===== src/rtl/alu_multicycle.sv =====
`default_nettype none
// ============================================================================
// Module   : alu_multicycle
// Brief    : Clocked WIDTH-bit ALU with start/busy/done handshake, iterative
//            shift-add MUL and restoring DIV. Flags gated by ALU_FLAGS_EN.
// Revision : 1.0
// ============================================================================
module alu_multicycle #(
    parameter int WIDTH = 16,
    parameter int CNT_W = $clog2(WIDTH + 1)
) (
    input  logic             clk,
    input  logic             rst,
    input  logic             start,
    input  logic [2:0]       select,
    input  logic [WIDTH-1:0] A,
    input  logic [WIDTH-1:0] B,
    output logic [WIDTH-1:0] result,
    output logic [WIDTH-1:0] result_hi,
    output logic             busy,
    output logic             done,
    output logic             zero,
    output logic             carry,
    output logic             overflow,
    output logic             div_by_zero
);

    localparam logic [2:0] c_op_and = 3'b000;
    localparam logic [2:0] c_op_or  = 3'b001;
    localparam logic [2:0] c_op_add = 3'b010;
    localparam logic [2:0] c_op_sub = 3'b011;
    localparam logic [2:0] c_op_mul = 3'b100;
    localparam logic [2:0] c_op_div = 3'b101;

    typedef enum logic [1:0] {
        S_IDLE = 2'd0,
        S_RUN  = 2'd1,
        S_DONE = 2'd2
    } state_t;

    state_t r_state, w_next;

    logic [CNT_W-1:0] r_cnt;
    logic             r_is_mul;
    logic [WIDTH-1:0] r_opnd;
    logic [WIDTH-1:0] r_hi, r_lo;
    logic [WIDTH-1:0] r_result, r_result_hi;

    logic             w_accept, w_iter_start, w_last;
    logic [WIDTH:0]   w_add, w_sub, w_mul_sum, w_shift, w_trial;
    logic [WIDTH-1:0] w_hi_n, w_lo_n;
    logic             w_load;
    logic [WIDTH-1:0] w_res, w_res_hi;
    logic             w_zero, w_carry, w_ovf, w_dbz;

    assign w_accept     = start && (r_state != S_RUN);
    assign w_iter_start = (select == c_op_mul) || ((select == c_op_div) && (B != '0));
    assign w_last       = (r_state == S_RUN) && (r_cnt == CNT_W'(1));

    assign w_add = {1'b0, A} + {1'b0, B};
    assign w_sub = {1'b0, A} - {1'b0, B};

    // One iteration step: MUL adds the multiplicand then shifts {carry,hi,lo}
    // right; DIV shifts the next dividend bit into the remainder and trials.
    assign w_mul_sum = {1'b0, r_hi} + (r_lo[0] ? {1'b0, r_opnd} : '0);
    assign w_shift   = {r_hi, r_lo[WIDTH-1]};
    assign w_trial   = w_shift - {1'b0, r_opnd};

    always_comb begin
        w_hi_n = '0;
        w_lo_n = '0;
        if (r_is_mul) begin
            w_hi_n = w_mul_sum[WIDTH:1];
            w_lo_n = {w_mul_sum[0], r_lo[WIDTH-1:1]};
        end else if (!w_trial[WIDTH]) begin
            w_hi_n = w_trial[WIDTH-1:0];
            w_lo_n = {r_lo[WIDTH-2:0], 1'b1};
        end else begin
            w_hi_n = w_shift[WIDTH-1:0];
            w_lo_n = {r_lo[WIDTH-2:0], 1'b0};
        end
    end

    always_comb begin
        w_next = r_state;
        case (r_state)
            S_IDLE, S_DONE: begin
                if (w_accept) w_next = w_iter_start ? S_RUN : S_DONE;
                else          w_next = S_IDLE;
            end
            S_RUN:   if (w_last) w_next = S_DONE;
            default: w_next = S_IDLE;
        endcase
    end

    // Result/flag values to be captured at the cycle an op completes.
    always_comb begin
        w_load   = 1'b0;
        w_res    = '0;
        w_res_hi = '0;
        w_carry  = 1'b0;
        w_ovf    = 1'b0;
        w_dbz    = 1'b0;
        if (w_last) begin
            w_load   = 1'b1;
            w_res    = w_lo_n;
            w_res_hi = w_hi_n;
            w_ovf    = r_is_mul && (w_hi_n != '0);
        end else if (w_accept && !w_iter_start) begin
            w_load = 1'b1;
            case (select)
                c_op_and: w_res = A & B;
                c_op_or:  w_res = A | B;
                c_op_add: begin
                    w_res   = w_add[WIDTH-1:0];
                    w_carry = w_add[WIDTH];
                    w_ovf   = (A[WIDTH-1] == B[WIDTH-1]) && (w_add[WIDTH-1] != A[WIDTH-1]);
                end
                c_op_sub: begin
                    w_res   = w_sub[WIDTH-1:0];
                    w_carry = w_sub[WIDTH];
                    w_ovf   = (A[WIDTH-1] != B[WIDTH-1]) && (w_sub[WIDTH-1] != A[WIDTH-1]);
                end
                c_op_div: begin
                    w_res    = '1;
                    w_res_hi = A;
                    w_dbz    = 1'b1;
                end
                default: ;
            endcase
        end
        w_zero = (w_res == '0);
    end

    always_ff @(posedge clk) begin
        if (rst) r_state <= S_IDLE;
        else     r_state <= w_next;
    end

    always_ff @(posedge clk) begin
        if (rst) begin
            r_cnt       <= '0;
            r_is_mul    <= 1'b0;
            r_opnd      <= '0;
            r_hi        <= '0;
            r_lo        <= '0;
            r_result    <= '0;
            r_result_hi <= '0;
        end else begin
            if (w_accept && w_iter_start) begin
                r_cnt    <= CNT_W'(WIDTH);
                r_is_mul <= (select == c_op_mul);
                r_opnd   <= (select == c_op_mul) ? A : B;
                r_hi     <= '0;
                r_lo     <= (select == c_op_mul) ? B : A;
            end else if (r_state == S_RUN) begin
                r_hi <= w_hi_n;
                r_lo <= w_lo_n;
                if (r_cnt != '0) r_cnt <= r_cnt - CNT_W'(1);
            end
            if (w_load) begin
                r_result    <= w_res;
                r_result_hi <= w_res_hi;
            end
        end
    end

    assign result    = r_result;
    assign result_hi = r_result_hi;
    assign busy      = (r_state == S_RUN);
    assign done      = (r_state == S_DONE);

`ifdef ALU_FLAGS_EN
    logic r_zero, r_carry, r_ovf, r_dbz;

    always_ff @(posedge clk) begin
        if (rst) begin
            r_zero  <= 1'b0;
            r_carry <= 1'b0;
            r_ovf   <= 1'b0;
            r_dbz   <= 1'b0;
        end else if (w_load) begin
            r_zero  <= w_zero;
            r_carry <= w_carry;
            r_ovf   <= w_ovf;
            r_dbz   <= w_dbz;
        end
    end

    assign zero        = r_zero;
    assign carry       = r_carry;
    assign overflow    = r_ovf;
    assign div_by_zero = r_dbz;
`else
    logic w_unused_flags;
    assign w_unused_flags = ^{w_zero, w_carry, w_ovf, w_dbz};

    assign zero        = 1'b0;
    assign carry       = 1'b0;
    assign overflow    = 1'b0;
    assign div_by_zero = 1'b0;
`endif

endmodule
`default_nettype wire


===== config.mk =====
export PLATFORM = sky130hd
export DESIGN_NAME = alu_multicycle
export DESIGN_NICKNAME = d
export VERILOG_FILES = /design/src/rtl/alu_multicycle.sv
export SDC_FILE = /design/constraint.sdc
export NUM_CORES = 1
export LEC_CHECK = 0
export CAP_MARGIN = 20
export CORE_ASPECT_RATIO = 2
export CORE_UTILIZATION = 59
export CTS_CLUSTER_DIAMETER = 80
export DETAILED_ROUTE_END_ITERATION = 6
export PLACE_DENSITY = 0.84
export SYNTH_ARGS = -nofsm -noshare
export SYNTH_HDL_FRONTEND = slang
export SYNTH_SLANG_ARGS = --single-unit
export TNS_END_PERCENT = 5

===== constraint.sdc =====
create_clock -name clk -period 4.1 [get_ports clk]
set_clock_uncertainty 0.1 [all_clocks]
set_input_delay 0.82 -clock clk [delete_from_list [all_inputs] [get_ports clk]]
set_output_delay 0.82 -clock clk [all_outputs]
set_load 0.02 [all_outputs]

-- Yosys cells after proc, flatten, opt, wreduce, memory -nomap -nowiden
Index checks and enable logic that the tools add are counted.
W data, S select, Z words.
- flip-flop bits (word level): 88
- input bits: 38
- output and inout bits: 38
- word-level logic and storage cells: 67
- add/sub/neg operators: 5
- equal/unequal tests: 10
- multiplexer cells: 24
- bitwise operators: 2
- reductions and logical operators: 17
- operators by type and width (kind ; count):
    $mux W16 ; 13
    $pmux W16 S5 ; 1
    $add A16 B16 Y17 ; 1
    $sub A17 B16 Y17 ; 1
    $add A16 B16 Y16 ; 1
    $and A16 B16 Y16 ; 1
    $or A16 B16 Y16 ; 1
    $reduce_bool A16 Y1 ; 1
    $sub A16 B16 Y16 ; 1
    $mux W5 ; 3
    $eq A3 B2 Y1 const B ; 2
    $eq A3 B3 Y1 const B ; 2
    $mux W2 ; 3
    $eq A5 B1 Y1 const B ; 1
    $logic_and A1 B1 Y1 ; 5
    $reduce_bool A5 Y1 ; 1
    $sub A5 B1 Y5 const B ; 1
    $ne A2 B1 Y1 const B ; 2
    $pmux W2 S2 ; 1
    $reduce_and A2 Y1 ; 2
    $reduce_bool A2 Y1 ; 2
    $reduce_or A2 Y1 ; 2
    $eq A3 B1 Y1 const B ; 1
    $logic_not A3 Y1 ; 1
    other kinds (6) ; 8

-- Logic depth before layout (Yosys ltp)
Gate-level depths: netlist (run 1).
- depth after elaboration: 7
- depth in mapped cells: 17
- gate-level depth less buffers: 16

-- Worst setup path before layout (run 1)
Ideal clock, no wire load.
- path kind: input port to flip-flop
- start: input B[3]
- end: register r_result[13], in the netlist result[13]
- setup time: 0.132 ns
- arrival time: 3.551 ns
- required time: 3.868 ns
- path slack: 0.317 ns
- cell stages on the path: 14
- path buffers: 1
- cells stage by stage: buf_2 or4_4 nor4_4 nand2b_1 o41ai_1 xor2_1 ha_1 and2_1 a22o_1 a211oi_1 xnor2_1 nor2_1 o21ai_1 a21oi_1
- cells in the longest elaborated chain, start to end: 7
- elaborated cells on any way between the ends: 12
- ends and longest elaborated chain (element ; RTL line ; RTL):
    from (decl) ; 17 ; input logic [WIDTH-1:0] B,
    branches (longest 7 deep; another with $sub A16 B16 Y16) ; -- ;
    to (signal assigned) ; 162 ; r_result <= w_res;
    to (decl) ; 47 ; logic [WIDTH-1:0] r_result, r_result_hi;
Parallel ways; which one is timed is not known.
A chain may end at the register's enable or synchronous reset.

-- Worst setup path after layout (run 1)
- start: input select[1]
- end: register r_result[14], in the netlist result[14]
- cells in the longest elaborated chain, start to end: 7
- elaborated cells on any way between the ends: 15
- ends and longest elaborated chain (element ; RTL line ; RTL):
    from (decl) ; 15 ; input logic [2:0] select,
    $eq A3 B3 Y1 ; 57, 111 ;
    $logic_and A1 B1 Y1 ; 57 ; assign w_iter_start = (select == c_op_mul) || ((select == c_op_div) && (B != '0));
    $logic_or A1 B1 Y1 ; 57 ;
    $logic_not A1 Y1 ; 109 ; end else if (w_accept && !w_iter_start) begin
    $logic_and A1 B1 Y1 ; 109 ;
    $mux W16 / $mux W1 (equally long branches) ; 109 ;
    $mux W16 / $mux W1 (equally long branches) ; 104 ; if (w_last) begin
Parallel ways exist; a longest one is shown, timed or not.

==> metrics.txt, run 1 <==
status=finished clean; placed cells=1222; cell-internal power=1890 uW; row cnt=58; vias in the first global route=8186; Synth cell types=82; CTS clock-pin slew for the worst setup and hold paths=60 ps; Via density=6.60; global-route usage over all layers=36.1%; Place WS=-251 ps; # Max-Cap Violations=0; num ports=76; Avg Inst Size Synth=7.75 um2; Finished Layout Cells=1238; Root Buffer=clkbuf_16; Antenna Nets Post-Route=0; Yosys warnings=0; Logic pwr share=35.6%; setup bufs post-CTS=0; CTS H-tree lvls=3; layout cell share with drive strength beyond 1=10.9%; half-perimeter wire length after placement=18700 um; FFs w/ async S/R, synth=0%; Seq pwr share=32.4%; maximum clock rate=261 MHz; # port buffers=71; switching part of the total=33.6%; Slew HR=43.1%; Starting Density=61.1%; post-synthesis cell area=0.00772 mm2; die area=0.0136 mm2; total gr overflow=0; clk_lat worst skew=350 ps; clock share of power=32.0%; final worst-path cycle share=93.6%; final hold vios=0; Sink Count=88; peak supply drop=0.000224 V; Tmin final=3840 ps; final layout net count=1177; Primary FF master, synth=dfxtp_1; Worst Path Max Fanout=17; total leakage power=0.00369 uW; Remaining DRCs=0; register area=0.00176 mm2; Total Wirelength=24400 um; crit path DAT=3970 ps; buffer levels on the longest clock path=2; Critical Path Start Type=primary input; Worst Setup Slack, final=263 ps; EDFF count, synth=0; RSZ-0062 raised after global routing=false; Critical Path End Type=flip-flop; power density over cell area=311 mW/mm2; Vias=8166; area of the multi-input gates=0.00546 mm2; TritonCTS clock tree=yes; Core Box Area=0.0126 mm2; Routed wire per std cell=19.7 um; Die W=82.9 um; FILL cells=939; Seq/Total Area, Yosys=22.8%; CP Class=primary input to flip-flop; Post-Syn Instances=995; Final setup viols=0; area grow syn2layout=18.9%; Worst Tran Pin Value=851 ps; first-pass GRT wire length=39000 um; Layout Utilization=72.7%; CTS buffer count=9; die extent in y=164 um; RePlAce Congestion=0.983; First-pass DRT Iterations=5; WP data required=4230 ps; pin count of the biggest net entering global routing=39; starting DRC count in detailed routing=481; initial antenna violation count=1; sw power=956 uW; Pins Over Slew Limit=0; Hold Path Class=flip-flop to flip-flop; Yosys reg bits=88
==> final timing paths <==
| path | start | to | cells after the start | slack (ps) |
|---|---|---|---|---|
| min reg2reg | result[4] | result[4] | 2 | 360 |
| max | select[1] | result[14] | 14 | 260 |
| min | result[4] | result[4] | 2 | 360 |
| max reg2reg | r_lo[0] | result_hi[15] | 12 | 420 |
==> stage by stage <==
stage	total power, uW	instance area [um2]	setup TNS, ps	hold slack [ps]
6_report	2850	9180	0	357
3_5_place_dp	1920	8810	-690	348
5_1_grt	2960	9180	0	389
4_1_cts	2820	9140	0	356
2_1_floorplan	1610	7730	0	366
3_3_place_gp	1900	8810	-359	344
==> critical path: stages <==
cell             delay (ps)
clkdlybuf4s50_1         510
buf_4                   250
and3_1                  300
a31oi_1                  90
xnor2_1                 230
ha_1                    310
or3_1                   370
o21ai_0                 150
buf_4                   200
a211oi_1                 50
o21ai_0                 290
mux2i_1                 220
nand3b_1                120
a21oi_1                  60
==> what timing repair did <==
item                                    in CTS  in global routing
gates resized for setup                      0                 11
hold buffers                                 0                  0
endpoints found under the setup margin       0                  5
==> cell usage after synthesis (13+ instances only) <==
master | n | area share (%)
a211oi_1 | 29 | 2.8
a21o_1 | 16 | 1.6
a21oi_1 | 89 | 5.8
a22oi_1 | 16 | 1.6
and2_1 | 19 | 1.5
buf_2 | 13 | 0.84
clkbuf_1 | 39 | 1.9
dfxtp_1 | 88 | 23
ha_1 | 53 | 8.6
inv_1 | 42 | 2.0
mux2i_1 | 59 | 7.7
nand2_1 | 60 | 2.9
nand3_1 | 25 | 1.6
nor2_1 | 92 | 4.5
nor2b_1 | 17 | 1.4
nor3_1 | 25 | 1.6
o21ai_0 | 59 | 3.8
o22ai_1 | 26 | 2.1
xnor2_1 | 18 | 2.0
xor2_1 | 25 | 2.8
==> layout make-up <==
type	instances	area share [%]
Timing Repair Buffer	143	13.8
Inverter	43	1.76
Tap cell	150	2.05
Antenna cell	1	0.0273
Clock inverter	4	0.845
Sequential cell	88	19.2
Clock buffer	11	2.75
Multi-Input combinational cell	798	59.5
==> flip-flops by register name, indices dropped and copies added, names as in the netlist <==
register	flops
r_is_mul	1
result	16
r_opnd	16
r_cnt	5
r_lo	16
result_hi	16
r_state	2
r_hi	16
==> layer usage <==
layer / global-route usage (%) / up-vias / routed length [um] / part of all wire, %
met5: 0 / - / 0 / 0
met4: 34.0 / 0 / 2080 / 8.5
met3: 3.62 / 153 / 1260 / 5.2
met2: 66.7 / 402 / 12900 / 53
met1: 34.3 / 3794 / 8180 / 34
li1: - / 3817 / - / -
==> cells by family after synthesis <==
family / Yosys count / synth area share, %
muxes: 64 / 8.38
DFF: 88 / 22.8
adders and majority gates: 56 / 9.37
buffers and inverters: 112 / 6.92
AOI/OAI and AO/OA: 333 / 28.2
xor gates and xnor gates: 43 / 4.88
other: 1 / 0.0486
and+or+nand+nor: 298 / 19.3
==> cell usage in the layout (no fill, tap or decap), drive strengths merged, types with 26 or more instances in the layout <==
master         count
inv               42
dfxtp             88
o21ai             67
nand2             61
nor2              95
ha                53
mux2i             59
buf               73
a21oi             92
clkdlybuf4s50     66
a211oi            29
o22ai             26
==> power groups by stage <==
stage / logic [uW] / clock network [uW] / registers [uW]
4_1_cts: 990 / 913 / 921
6_report: 1020 / 913 / 922
5_1_grt: 1090 / 947 / 924
3_5_place_dp: 979 / 0 / 939
3_3_place_gp: 957 / 0 / 938
2_1_floorplan: 673 / 0 / 936
(Power assumes the default switching activity.)
==> inputs of run 2 (changes only) <==
- CORE_UTILIZATION: 59 -> 60
- PLACE_DENSITY: 0.84 -> 0.85
- clock period: 4.1 -> 4.9 ns (I/O delays scaled with it)
==> run 2 against run 1 <==
Against the previous run:
- die area is 1.6% lower
- global-route usage grew 0.45 points
- cell count shrank 3.8%
- wire length fell by 2.8%
- critical path depth is 1 higher
==> metrics.txt, run 2 (same netlist as run 1, synthesis figures left out) <==
initial antenna violation count=0 (-1); # Max-Cap Violations=0 (unchanged); R2R setup slack=1130 ps (+710 ps); row cnt=58 (unchanged); area of the multi-input gates=0.00544 mm2 (-0.41%); Routed wire per std cell=19.9 um (+1.0%); Remaining DRCs=0 (unchanged); power density over cell area=262 mW/mm2 (-16%); Vias=7914 (-3.1%); num ports=76 (unchanged); Final TNS setup=0 ps (unchanged); Pins Over Slew Limit=0 (unchanged); setup bufs post-CTS=0 (unchanged); starting DRC count in detailed routing=533 (+11%); antenna cell count=0 (-1); path depth of the worst reg2reg path=11 (-1); WHS=359 ps (+2.34 ps); status=finished clean; RR Startpoint=r_lo[15]; Worst setup startpoint=B[2]; buffer levels on the longest clock path=2 (unchanged); total leakage power=0.00342 uW (-7.6%); register area=0.00176 mm2 (unchanged); die area=0.0133 mm2 (-1.6%); Worst Tran Pin Value=848 ps (-3.80 ps); Starting Density=61.5% (+0.35 points); RePlAce Congestion=1.02 (+3.6%); Total Wirelength=23700 um (-2.8%); WP data required=5070 ps (+840 ps); reg-to-reg endpoint=result_hi[14]; Critical Path Start Type=primary input; Critical Path End Type=flip-flop; final hold vios=0 (unchanged); Slew HR=43.3% (+0.18 points); layout cell share with drive strength beyond 1=6.44% (-4.4 points); Hold Buf Count CTS=0 (unchanged); Core Box Area=0.0126 mm2 (-0.57%); total gr overflow=0 (unchanged); CTS buffer count=9 (unchanged); most common cell after layout, fill and taps aside=nor2_1; Antenna Nets Post-Route=0 (unchanged); die extent in y=162 um (-0.83%); global-route usage over all layers=36.5% (+0.45 points); vias in the first global route=7783 (-4.9%); RSZ-0062 raised after global routing=false; commonest cells after routing, fill and taps aside=nor2_1 (92), a21oi_1 (89), dfxtp_1 (87); Die W=82.2 um (-0.81%); Via density=6.64 (+0.74%); Worst Path Max Fanout=4 (-13); area grow syn2layout=13.6%; final layout net count=1130 (-4.0%); Sink Count=88 (unchanged); Hold Path Depth=2 (unchanged); CP Class=primary input to flip-flop; crit path DAT=4580 ps (+610 ps); Setup crit end=result[14]; final worst-path cycle share=90.0%; post-CTS sizing=0 (unchanged); TritonCTS clock tree=yes; CTS clock-pin slew for the worst setup and hold paths=70 ps (about the same); CTS H-tree lvls=3 (unchanged); clk_lat worst skew=340 ps (about the same); maximum clock rate=227 MHz; first-pass GRT wire length=37100 um (-5.0%); pin count of the biggest net entering global routing=45 (+15%); Hold Path Class=flip-flop to flip-flop; Tmin final=4410 ps; # port buffers=71 (unchanged); First-pass DRT Iterations=5 (unchanged); peak supply drop=0.000191 V (-15%); Final setup viols=0 (unchanged); half-perimeter wire length after placement=18000 um (-3.3%); Root Buffer=clkbuf_16; FILL cells=1034 (+10%)
==> run 2: cell types whose count changed in the layout (fill, tap and decap cells not counted), sizes merged <==
cell and change:
buf -47, clkbuf -2, clkdlybuf4s50 +4, clkinv +1
diode -1, dlymetal6s2s -4, inv +2
==> run 2: cell type report <==
class | instances | area share (%)
clock inverters | 7 | 1.06
multi-input cells | 798 | 62.1
clock buffers | 9 | 2.57
inverters | 43 | 1.84
well taps | 150 | 2.14
flip-flops and latches | 88 | 20.1
repair buffers | 96 | 10.2
==> run 2: report_power, final <==
part	switching, uW	total [uW]	internal, uW
clock network	295	743	448
logic	456	780	324
registers	29.8	772	742
total	782	2300	1510
==> run 2: worst min-delay path by stage <==
stage,from,end,slack (ps)
after floorplan,r_hi[7],r_hi[7],370
after global placement,result[1],result[1],340
after detailed placement,result[1],result[1],350
after CTS,result[1],result[1],360
after global routing,result[0],result[0],390
final,result[1],result[1],360
==> run 2: metrics by stage <==
| stage | total power, uW | instance area (um2) | cells | setup WS [ps] | util, % |
|---|---|---|---|---|---|
| floorplan | 1350 | 7730 | 998 | 957 | - |
| global placement | 1530 | 8440 | 1175 | 236 | 67.3 |
| detailed placement | 1540 | 8440 | 1175 | 131 | 67.3 |
| CTS | 2280 | 8760 | 1191 | 484 | 69.8 |
| global route | 2390 | 8760 | 1191 | 121 | 69.8 |
| finish | 2300 | 8760 | 1191 | 492 | 69.8 |
==> run 2: layer usage <==
metal  global-route usage, %  up-vias  part of all wire [%]
met2                    64.2      367                    51
li1                        -     3722                     -
met5                       0        -                     0
met3                    4.03      136                   5.2
met1                    36.4     3689                    35
met4                    31.2        0                   8.3
==> run 2: critical path, cell delays in order <==
cell	delay [ps]
clkdlybuf4s50_1	470
or4_4	610
nor4_4	260
nand2b_1	170
o21ai_0	220
xor2_1	110
ha_1	340
nand2_1	90
nor2_1	230
nand2_1	100
a211oi_1	330
o21ai_0	230
mux2i_1	150
nand3b_1	160
a21oi_1	130
